[src/rtl/dma_buffer_push_arbiter.sv]
// Round-robin arbiter sharing one registered FIFO push port between N_CH valid/ready
// producers, granting bursts of up to MAX_BURST beats and throttling on full/alm_full.
module dma_buffer_push_arbiter #(
  parameter int N_CH      = 4,
  parameter int MAX_BURST = 4,
  parameter int DATA_W    = 32
) (
  input  logic                   clk_i,
  input  logic                   rst_i,
  input  logic                   flush_i,
  input  logic [N_CH-1:0]        ch_valid_i,
  input  logic [N_CH*DATA_W-1:0] ch_data_i,
  output logic [N_CH-1:0]        ch_ready_o,
  output logic                   fifo_push_o,
  output logic [DATA_W-1:0]      fifo_data_o,
  input  logic                   fifo_full_i,
  input  logic                   fifo_alm_full_i,
  output logic [N_CH-1:0]        src_o
);
  localparam int IDX_W = (N_CH > 1) ? $clog2(N_CH) : 1;
  localparam int CNT_W = $clog2(MAX_BURST + 1);
  localparam logic [IDX_W-1:0] LAST_RST = IDX_W'(N_CH - 1);

  typedef enum logic {IDLE, BURST} state_t;

  state_t            state_reg;
  logic [IDX_W-1:0]  last_reg;
  logic [IDX_W-1:0]  own_reg;
  logic [CNT_W-1:0]  cnt_reg;
  logic [DATA_W-1:0] ch_data [N_CH];

  logic             can_accept;
  logic             found;
  logic             grant_valid;
  logic [IDX_W-1:0] winner;
  logic [IDX_W-1:0] grant;
  logic [CNT_W-1:0] cnt_inc;

  genvar gi;
  generate
    for (gi = 0; gi < N_CH; gi++) begin : g_unpack
      assign ch_data[gi] = ch_data_i[gi*DATA_W +: DATA_W];
    end
  endgenerate

  // A push already in flight onto an almost-full FIFO fills it, so no accept that cycle.
  assign can_accept = !rst_i && !flush_i && !fifo_full_i && !(fifo_alm_full_i && fifo_push_o);

  always_comb begin
    int idx;
    logic [IDX_W-1:0] cand;
    found  = 1'b0;
    winner = last_reg;
    idx    = 0;
    cand   = '0;
    for (int off = 1; off <= N_CH; off++) begin
      idx  = (int'(last_reg) + off) % N_CH;
      cand = IDX_W'(idx);
      if (!found && ch_valid_i[cand]) begin
        found  = 1'b1;
        winner = cand;
      end
    end
  end

  always_comb begin
    grant_valid = 1'b0;
    grant       = own_reg;
    if (state_reg == IDLE) begin
      grant_valid = found && can_accept;
      grant       = winner;
    end else begin
      grant_valid = ch_valid_i[own_reg] && can_accept;
    end
  end

  assign cnt_inc = cnt_reg + CNT_W'(1);

  generate
    for (gi = 0; gi < N_CH; gi++) begin : g_ready
      assign ch_ready_o[gi] = grant_valid && (grant == IDX_W'(gi));
    end
  endgenerate

  always_ff @(posedge clk_i) begin
    if (rst_i || flush_i) begin
      state_reg   <= IDLE;
      last_reg    <= LAST_RST;
      own_reg     <= LAST_RST;
      cnt_reg     <= '0;
      fifo_push_o <= 1'b0;
      fifo_data_o <= '0;
      src_o       <= '0;
    end else begin
      fifo_push_o <= grant_valid;
      src_o       <= ch_ready_o;
      if (grant_valid) begin
        fifo_data_o <= ch_data[grant];
      end
      case (state_reg)
        IDLE: begin
          if (grant_valid) begin
            last_reg <= winner;
            own_reg  <= winner;
            cnt_reg  <= CNT_W'(1);
            if (MAX_BURST > 1) begin
              state_reg <= BURST;
            end
          end
        end
        BURST: begin
          // Owner going idle releases the lock; that cycle is a bubble.
          if (!ch_valid_i[own_reg]) begin
            state_reg <= IDLE;
          end else if (grant_valid) begin
            cnt_reg <= cnt_inc;
            if (cnt_inc == CNT_W'(MAX_BURST)) begin
              state_reg <= IDLE;
            end
          end
        end
      endcase
    end
  end
endmodule

[config.mk]
export PLATFORM = sky130hd
export DESIGN_NAME = dma_buffer_push_arbiter
export DESIGN_NICKNAME = d
export VERILOG_FILES = /design/src/rtl/dma_buffer_push_arbiter.sv
export SDC_FILE = /design/constraint.sdc
export NUM_CORES = 1
export LEC_CHECK = 0
export BUFFER_PORTS_ARGS = -buffer_cell sky130_fd_sc_hd__buf_2
export CORE_ASPECT_RATIO = 2
export CORE_UTILIZATION = 47
export DETAILED_ROUTE_END_ITERATION = 10
export PLACE_DENSITY = 0.82
export SYNTH_ARGS = -nofsm -noshare
export SYNTH_HDL_FRONTEND = slang
export SYNTH_SLANG_ARGS = --single-unit
[constraint.sdc]
create_clock -name clk_i -period 3 [get_ports clk_i]
set_clock_uncertainty 0.2 [all_clocks]
set_input_delay 0.15 -clock clk_i [delete_from_list [all_inputs] [get_ports clk_i]]
set_output_delay 0.15 -clock clk_i [all_outputs]
set_load 0.01 [all_outputs]
==> impl_metrics.json, run 1 <==
{
  "grt_max_degree": 48,
  "largest_register_ffs": 32,
  "portBuffers": 177,
  "crit_family": "buffers and inverters",
  "maxSlewHeadroom_pct": 55.4,
  "wirelength_mm": 14.4,
  "p_leak_nw": 2.32,
  "gr-usage-all-layers_pct": 36.5,
  "synthFlopType": "dfxtp_1",
  "layout-drive-gt1-share_pct": 39.1,
  "period_share_pct": 97.7,
  "peakVddDrop_mv": 0.298,
  "via_per_inst": 6.43,
  "syn_area_um2": 3560,
  "setup_tns_ns": 0,
  "antenna_found_initial": 0,
  "clock_path_buffers": 2,
  "cp.arrival_ns": 2.91,
  "synth_edf_count": 0,
  "layout.nets": 793,
  "cp_slowest_cell": "dlygate4sd3_1",
  "num_rows": 44,
  "drt-pass1-iter-count": 8,
  "area_growth_pct": 50.3,
  "synth_fp_nets": 567,
  "die_area_um2": 7960,
  "die_w_um": 63.6,
  "crit_path_start": "own_reg[1]$_SDFFE_PP1P_",
  "cp-endpoint": "fifo_data_o[13]$_SDFFE_PP0P_",
  "synth-seq-area-share_pct": 24.1,
  "drt_iter0_drc": 467,
  "ios": 178,
  "hold_viol_final": 0,
  "utilization_pct": 73.2,
  "place_congestion": 0.912,
  "crit_chain": "mux2_2, a221oi_4, buf_4, mux2_1, a221oi_1, a31oi_1, dlygate4sd3_1",
  "ys.warnings.count": 0,
  "tightest_slew_ns": 0.669,
  "antenna_left": 0,
  "slowest_delay_ns": 0.56,
  "setup.worst_path.class": "reg -> reg",
  "coreArea_um2": 7320,
  "cts_htree_levels": 2,
  "worstSetupPathDepth": 7,
  "async_flop_share_pct": 0,
  "crit_path_end_kind": "flop",
  "grt_pass1_vias": 4839,
  "insertedDiodeCount": 0,
  "synth_area_per_cell_um2": 8.33,
  "ys_ff_latch": 43,
  "rrSetupSlack_ns": 0.07,
  "drc_errors": 0,
  "hold_class": "in -> reg",
  "routedWlPerCell_um": 19.4,
  "grt_overflow": 0,
  "critPathBufInv": 2,
  "dp_hpwl_mm": 9.33,
  "routed-via-count": 4794,
  "finalMaxSlewViolations": 0,
  "max_clock_freq_ghz": 0.341,
  "cts-root-buf": "clkbuf_16",
  "clk_latency_ns": 0.29,
  "cts_buffers": 5,
  "rsz0062_at_grt": "no",
  "holdWs_ns": 0.0882,
  "regToRegEndpoint": "fifo_data_o[13]$_SDFFE_PP0P_",
  "maxCapViolCount": 0,
  "floorplan.initialDensity_pct": 48.7,
  "reg2regPathDepth": 7,
  "finalSetupViolCount": 0,
  "crit_fanout": 8,
  "clk_pin_slew_worst_paths_ns": 0.06,
  "cts_tree": "done",
  "die_y_um": 125,
  "finalInstanceArea_um2": 5360,
  "dpl-instance-area_um2": 4530,
  "syn_inst": 428,
  "status": "complete, no violations",
  "cp-start-kind": "flop",
  "power.density_nw_per_um2": 304,
  "reg2reg_from": "own_reg[1]$_SDFFE_PP1P_",
  "finalCriticalPeriod_ns": 2.93,
  "ys_types": 41,
  "grt_pass1_wl_mm": 23.2,
  "worstPathRequired_ns": 2.97,
  "cts_sinks": 43,
  "finalPower_mw": 1.63
}
cell families after synthesis:
kind of cell | count (synthesis) | synth area share, %
AND/OR/NAND/NOR | 110 | 14.1
multiplexers | 66 | 20.8
buffers and inverters | 50 | 7.05
AO/OA/AOI/OAI | 157 | 33.1
flip-flops | 43 | 24.1
adder cells (fa/ha/maj) | 2 | 0.702
synth_stat cells, drive strengths merged (3+ instances only):
master  number  area [µm²]
nand2b       5        31.3
nand3        4        20.0
mux2        65         732
and2         3        18.8
nor2         9        33.8
nand3b       4        42.5
nand2       71         267
clkbuf      31         116
a221o       32         320
a31oi       34         213
dfxtp       43         861
o21ai       35         175
a221oi      33         307
nor3         5        25.0
inv          4        15.0
buf         15         120
a21oi       14        73.8
repair_timing:
item	CTS	global route
resized for setup	0	5
endpoints found under the hold margin	35	0
hold buffers	67	0
setup endpoints to repair	0	2
setup buffers	0	2
layout by cell type, fill, tap and decap left out, types with 4 or more instances in the layout:
cell type	count
buf_4	18
dfxtp_1	40
nand2_1	71
nand3_1	4
buf_2	177
mux2_2	35
nor3_1	5
a221oi_1	32
nand2b_1	4
nor2_1	6
a31oi_1	34
dlygate4sd3_1	67
clkbuf_16	5
o21ai_0	35
mux2_1	30
a21oi_1	13
a221o_1	32
power by group:
group          internal, mW  switching (mW)
Combinational         0.267           0.248
Clock                 0.300           0.217
Sequential            0.583          0.0106
tightest hold or removal path: stages:
cell	delay (ns)
buf_2	0.15
nor4_1	0.07
nor3_1	0.15
how the worst min path moves through the flow:
stage / to / start / slack, ns / cells past startpoint
global placement: fifo_data_o[4]$_SDFFE_PP0P_ / ch_data_i[68] / 0.20 / 3
global route: state_reg$_SDFF_PP0_ / ch_valid_i[2] / 0.13 / 3
detailed placement: fifo_data_o[27]$_SDFFE_PP0P_ / ch_data_i[91] / 0.21 / 3
floorplan: fifo_data_o[18]$_SDFFE_PP0P_ / ch_data_i[82] / 0.09 / 2
CTS: state_reg$_SDFF_PP0_ / ch_valid_i[2] / 0.08 / 3
finish: state_reg$_SDFF_PP0_ / ch_valid_i[2] / 0.09 / 3
cell type report:
type	instances	area (µm²)
clock buffer	6	129
fill	534	1960
inverter	4	17.5
multi-input combinational	335	2480
sequential	43	867
tap	92	115
timing repair buffer	265	1750
through the flow:
step           worst slack (ns)  std cells
6_report                 0.0679        745
3_3_place_gp              0.420        670
4_1_cts                  0.0281        743
3_5_place_dp              0.315        670
2_1_floorplan             0.658        428
5_1_grt                  0.0110        745
layer usage:
layer | vias to the layer above | wire length (µm) | track usage (%)
li1 | 2123 | - | -
met1 | 2212 | 5050 | 39.1
met2 | 358 | 7470 | 64.5
met3 | 101 | 1110 | 6.48
met4 | 0 | 802 | 22.1
met5 | - | 0 | 0
No activity file was read; power rests on OpenSTA's default activity.
==> inputs of run 2 (changes only) <==
CTS_BUF_LIST = sky130_fd_sc_hd__clkbuf_16   (was not set)
==> impl_metrics.json, run 2 (synthesized netlist as in run 1, its figures left out) <==
{
  "layout_common_cells": "177 x buf_2, 71 x nand2_1, 67 x dlygate4sd3_1, 40 x dfxtp_1",
  "die_area_um2": 7960,
  "busiest_layer": "met2",
  "largest_register_ffs": 32,
  "insertedDiodeCount": 0,
  "finalSetupViolCount": 0,
  "worstPathRequired_ns": 2.97,
  "cts-root-buf": "clkbuf_16",
  "cp-start-kind": "flop",
  "antenna_left": 0,
  "p_leak_nw": 2.33,
  "ios": 178,
  "peakVddDrop_mv": 0.296,
  "crit_path_end_kind": "flop",
  "rsz0062_at_grt": "no",
  "max_clock_freq_ghz": 0.338,
  "holdWs_ns": 0.0882,
  "power.density_nw_per_um2": 302,
  "floorplan.initialDensity_pct": 48.7,
  "grt_pass1_vias": 4839,
  "routed-via-count": 4736,
  "cts_sinks": 43,
  "wirelength_mm": 14.4,
  "layout.nets": 793,
  "met1_usage_pct": 39.1,
  "clock_path_buffers": 2,
  "crit_chain": "mux2_2, a221oi_4, buf_4, mux2_1, a221oi_1, a31oi_1, dlygate4sd3_1",
  "status": "complete, no violations",
  "grt_pass1_wl_mm": 23.2,
  "grt_max_degree": 48,
  "die_w_um": 63.6,
  "gr-usage-all-layers_pct": 36.5,
  "routedWlPerCell_um": 19.3,
  "num_rows": 44,
  "n_fill_cell": 534,
  "maxCapViolCount": 0,
  "cp_slowest_cell": "dlygate4sd3_1",
  "area_growth_pct": 50.3,
  "die_y_um": 125,
  "cp.arrival_ns": 2.93,
  "hold_viol_final": 0,
  "layout-drive-gt1-share_pct": 39.1,
  "dp_hpwl_mm": 9.33,
  "hold_class": "in -> reg",
  "via_per_inst": 6.36,
  "period_share_pct": 98.7,
  "cts_buffers": 5,
  "cts_tree": "done",
  "use_met2_pct": 64.5,
  "setup_tns_ns": 0,
  "tightest_slew_ns": 0.668,
  "utilization_pct": 73.2,
  "drc_errors": 0,
  "final_common_cell": "buf_2",
  "coreArea_um2": 7320,
  "cts_htree_levels": 2,
  "slowest_delay_ns": 0.57,
  "clk_latency_ns": 0.29,
  "finalPower_mw": 1.62,
  "crit_family": "buffers and inverters",
  "finalInstanceArea_um2": 5360,
  "drt-pass1-iter-count": 7,
  "place_congestion": 0.912,
  "clk_pin_slew_worst_paths_ns": 0.06,
  "crit_fanout": 8,
  "finalMaxSlewViolations": 0,
  "setup.worst_path.class": "reg -> reg",
  "maxSlewHeadroom_pct": 55.5,
  "antenna_found_initial": 0,
  "dpl-instance-area_um2": 4530,
  "critPathBufInv": 2,
  "finalCriticalPeriod_ns": 2.96,
  "gr-usage-met3_pct": 6.48,
  "drt_iter0_drc": 474,
  "grt_overflow": 0,
  "portBuffers": 177
}
==> run 2: cell types whose count changed in the layout (fill, tap and decap cells not counted), sizes merged <==
cell	before	now
clkbuf	6	5
inv	4	5
==> run 2: layout make-up <==
cell class              instances  area, µm²  share of cell area (%)
well taps                      92        115                    2.15
multi-input cells             335       2480                    46.2
flip-flops and latches         43        867                    16.2
inverters                       4       17.5                   0.327
clock inverters                 1       3.75                  0.0701
repair buffers                265       1750                    32.7
clock buffers                   5        125                    2.34
==> run 2: worst register-to-register path, cell delays in order, from the launching register on <==
cell and delay [ns]:
dfxtp_2 0.36, mux2_2 0.39, a221oi_4 0.31, buf_4 0.23
mux2_1 0.34, a221oi_1 0.32, a31oi_1 0.13, dlygate4sd3_1 0.57
==> run 2: final timing paths <==
kind                            from                            to  slack (ns)  cells past startpoint
max          own_reg[1]$_SDFFE_PP1P_  fifo_data_o[13]$_SDFFE_PP0P_        0.04                      7
min                    ch_valid_i[2]          state_reg$_SDFF_PP0_        0.09                      3
min reg2reg  cnt_reg[2]$_SDFFE_PP0P_       cnt_reg[2]$_SDFFE_PP0P_        0.25                      2
max reg2reg  own_reg[1]$_SDFFE_PP1P_  fifo_data_o[13]$_SDFFE_PP0P_        0.04                      7
==> run 2: power breakdown <==
part	switching (mW)	internal (mW)
registers	0.0105	0.583
clock network	0.214	0.296
logic	0.248	0.267
total	0.473	1.15
==> run 2: repair_timing <==
item / CTS / global route
gates resized for setup: 0 / 5
hold buffers: 67 / 0
setup endpoints to repair: 0 / 2
buffers inserted: 0 / 2
hold endpoints to repair: 35 / 0
==> run 2: per-stage QoR <==
step	instances	setup WS, ns
global placement	670	0.420
global route	745	0.0107
finish	745	0.0404
detailed placement	670	0.315
floorplan	428	0.658
CTS	743	0.0281
==> run 2: metal layers <==
| metal | wire length (µm) | vias to the layer above |
|---|---|---|
| li1 | - | 2121 |
| met1 | 4970 | 2185 |
| met2 | 7550 | 338 |
| met3 | 1120 | 92 |
| met4 | 754 | 0 |
| met5 | 0 | - |
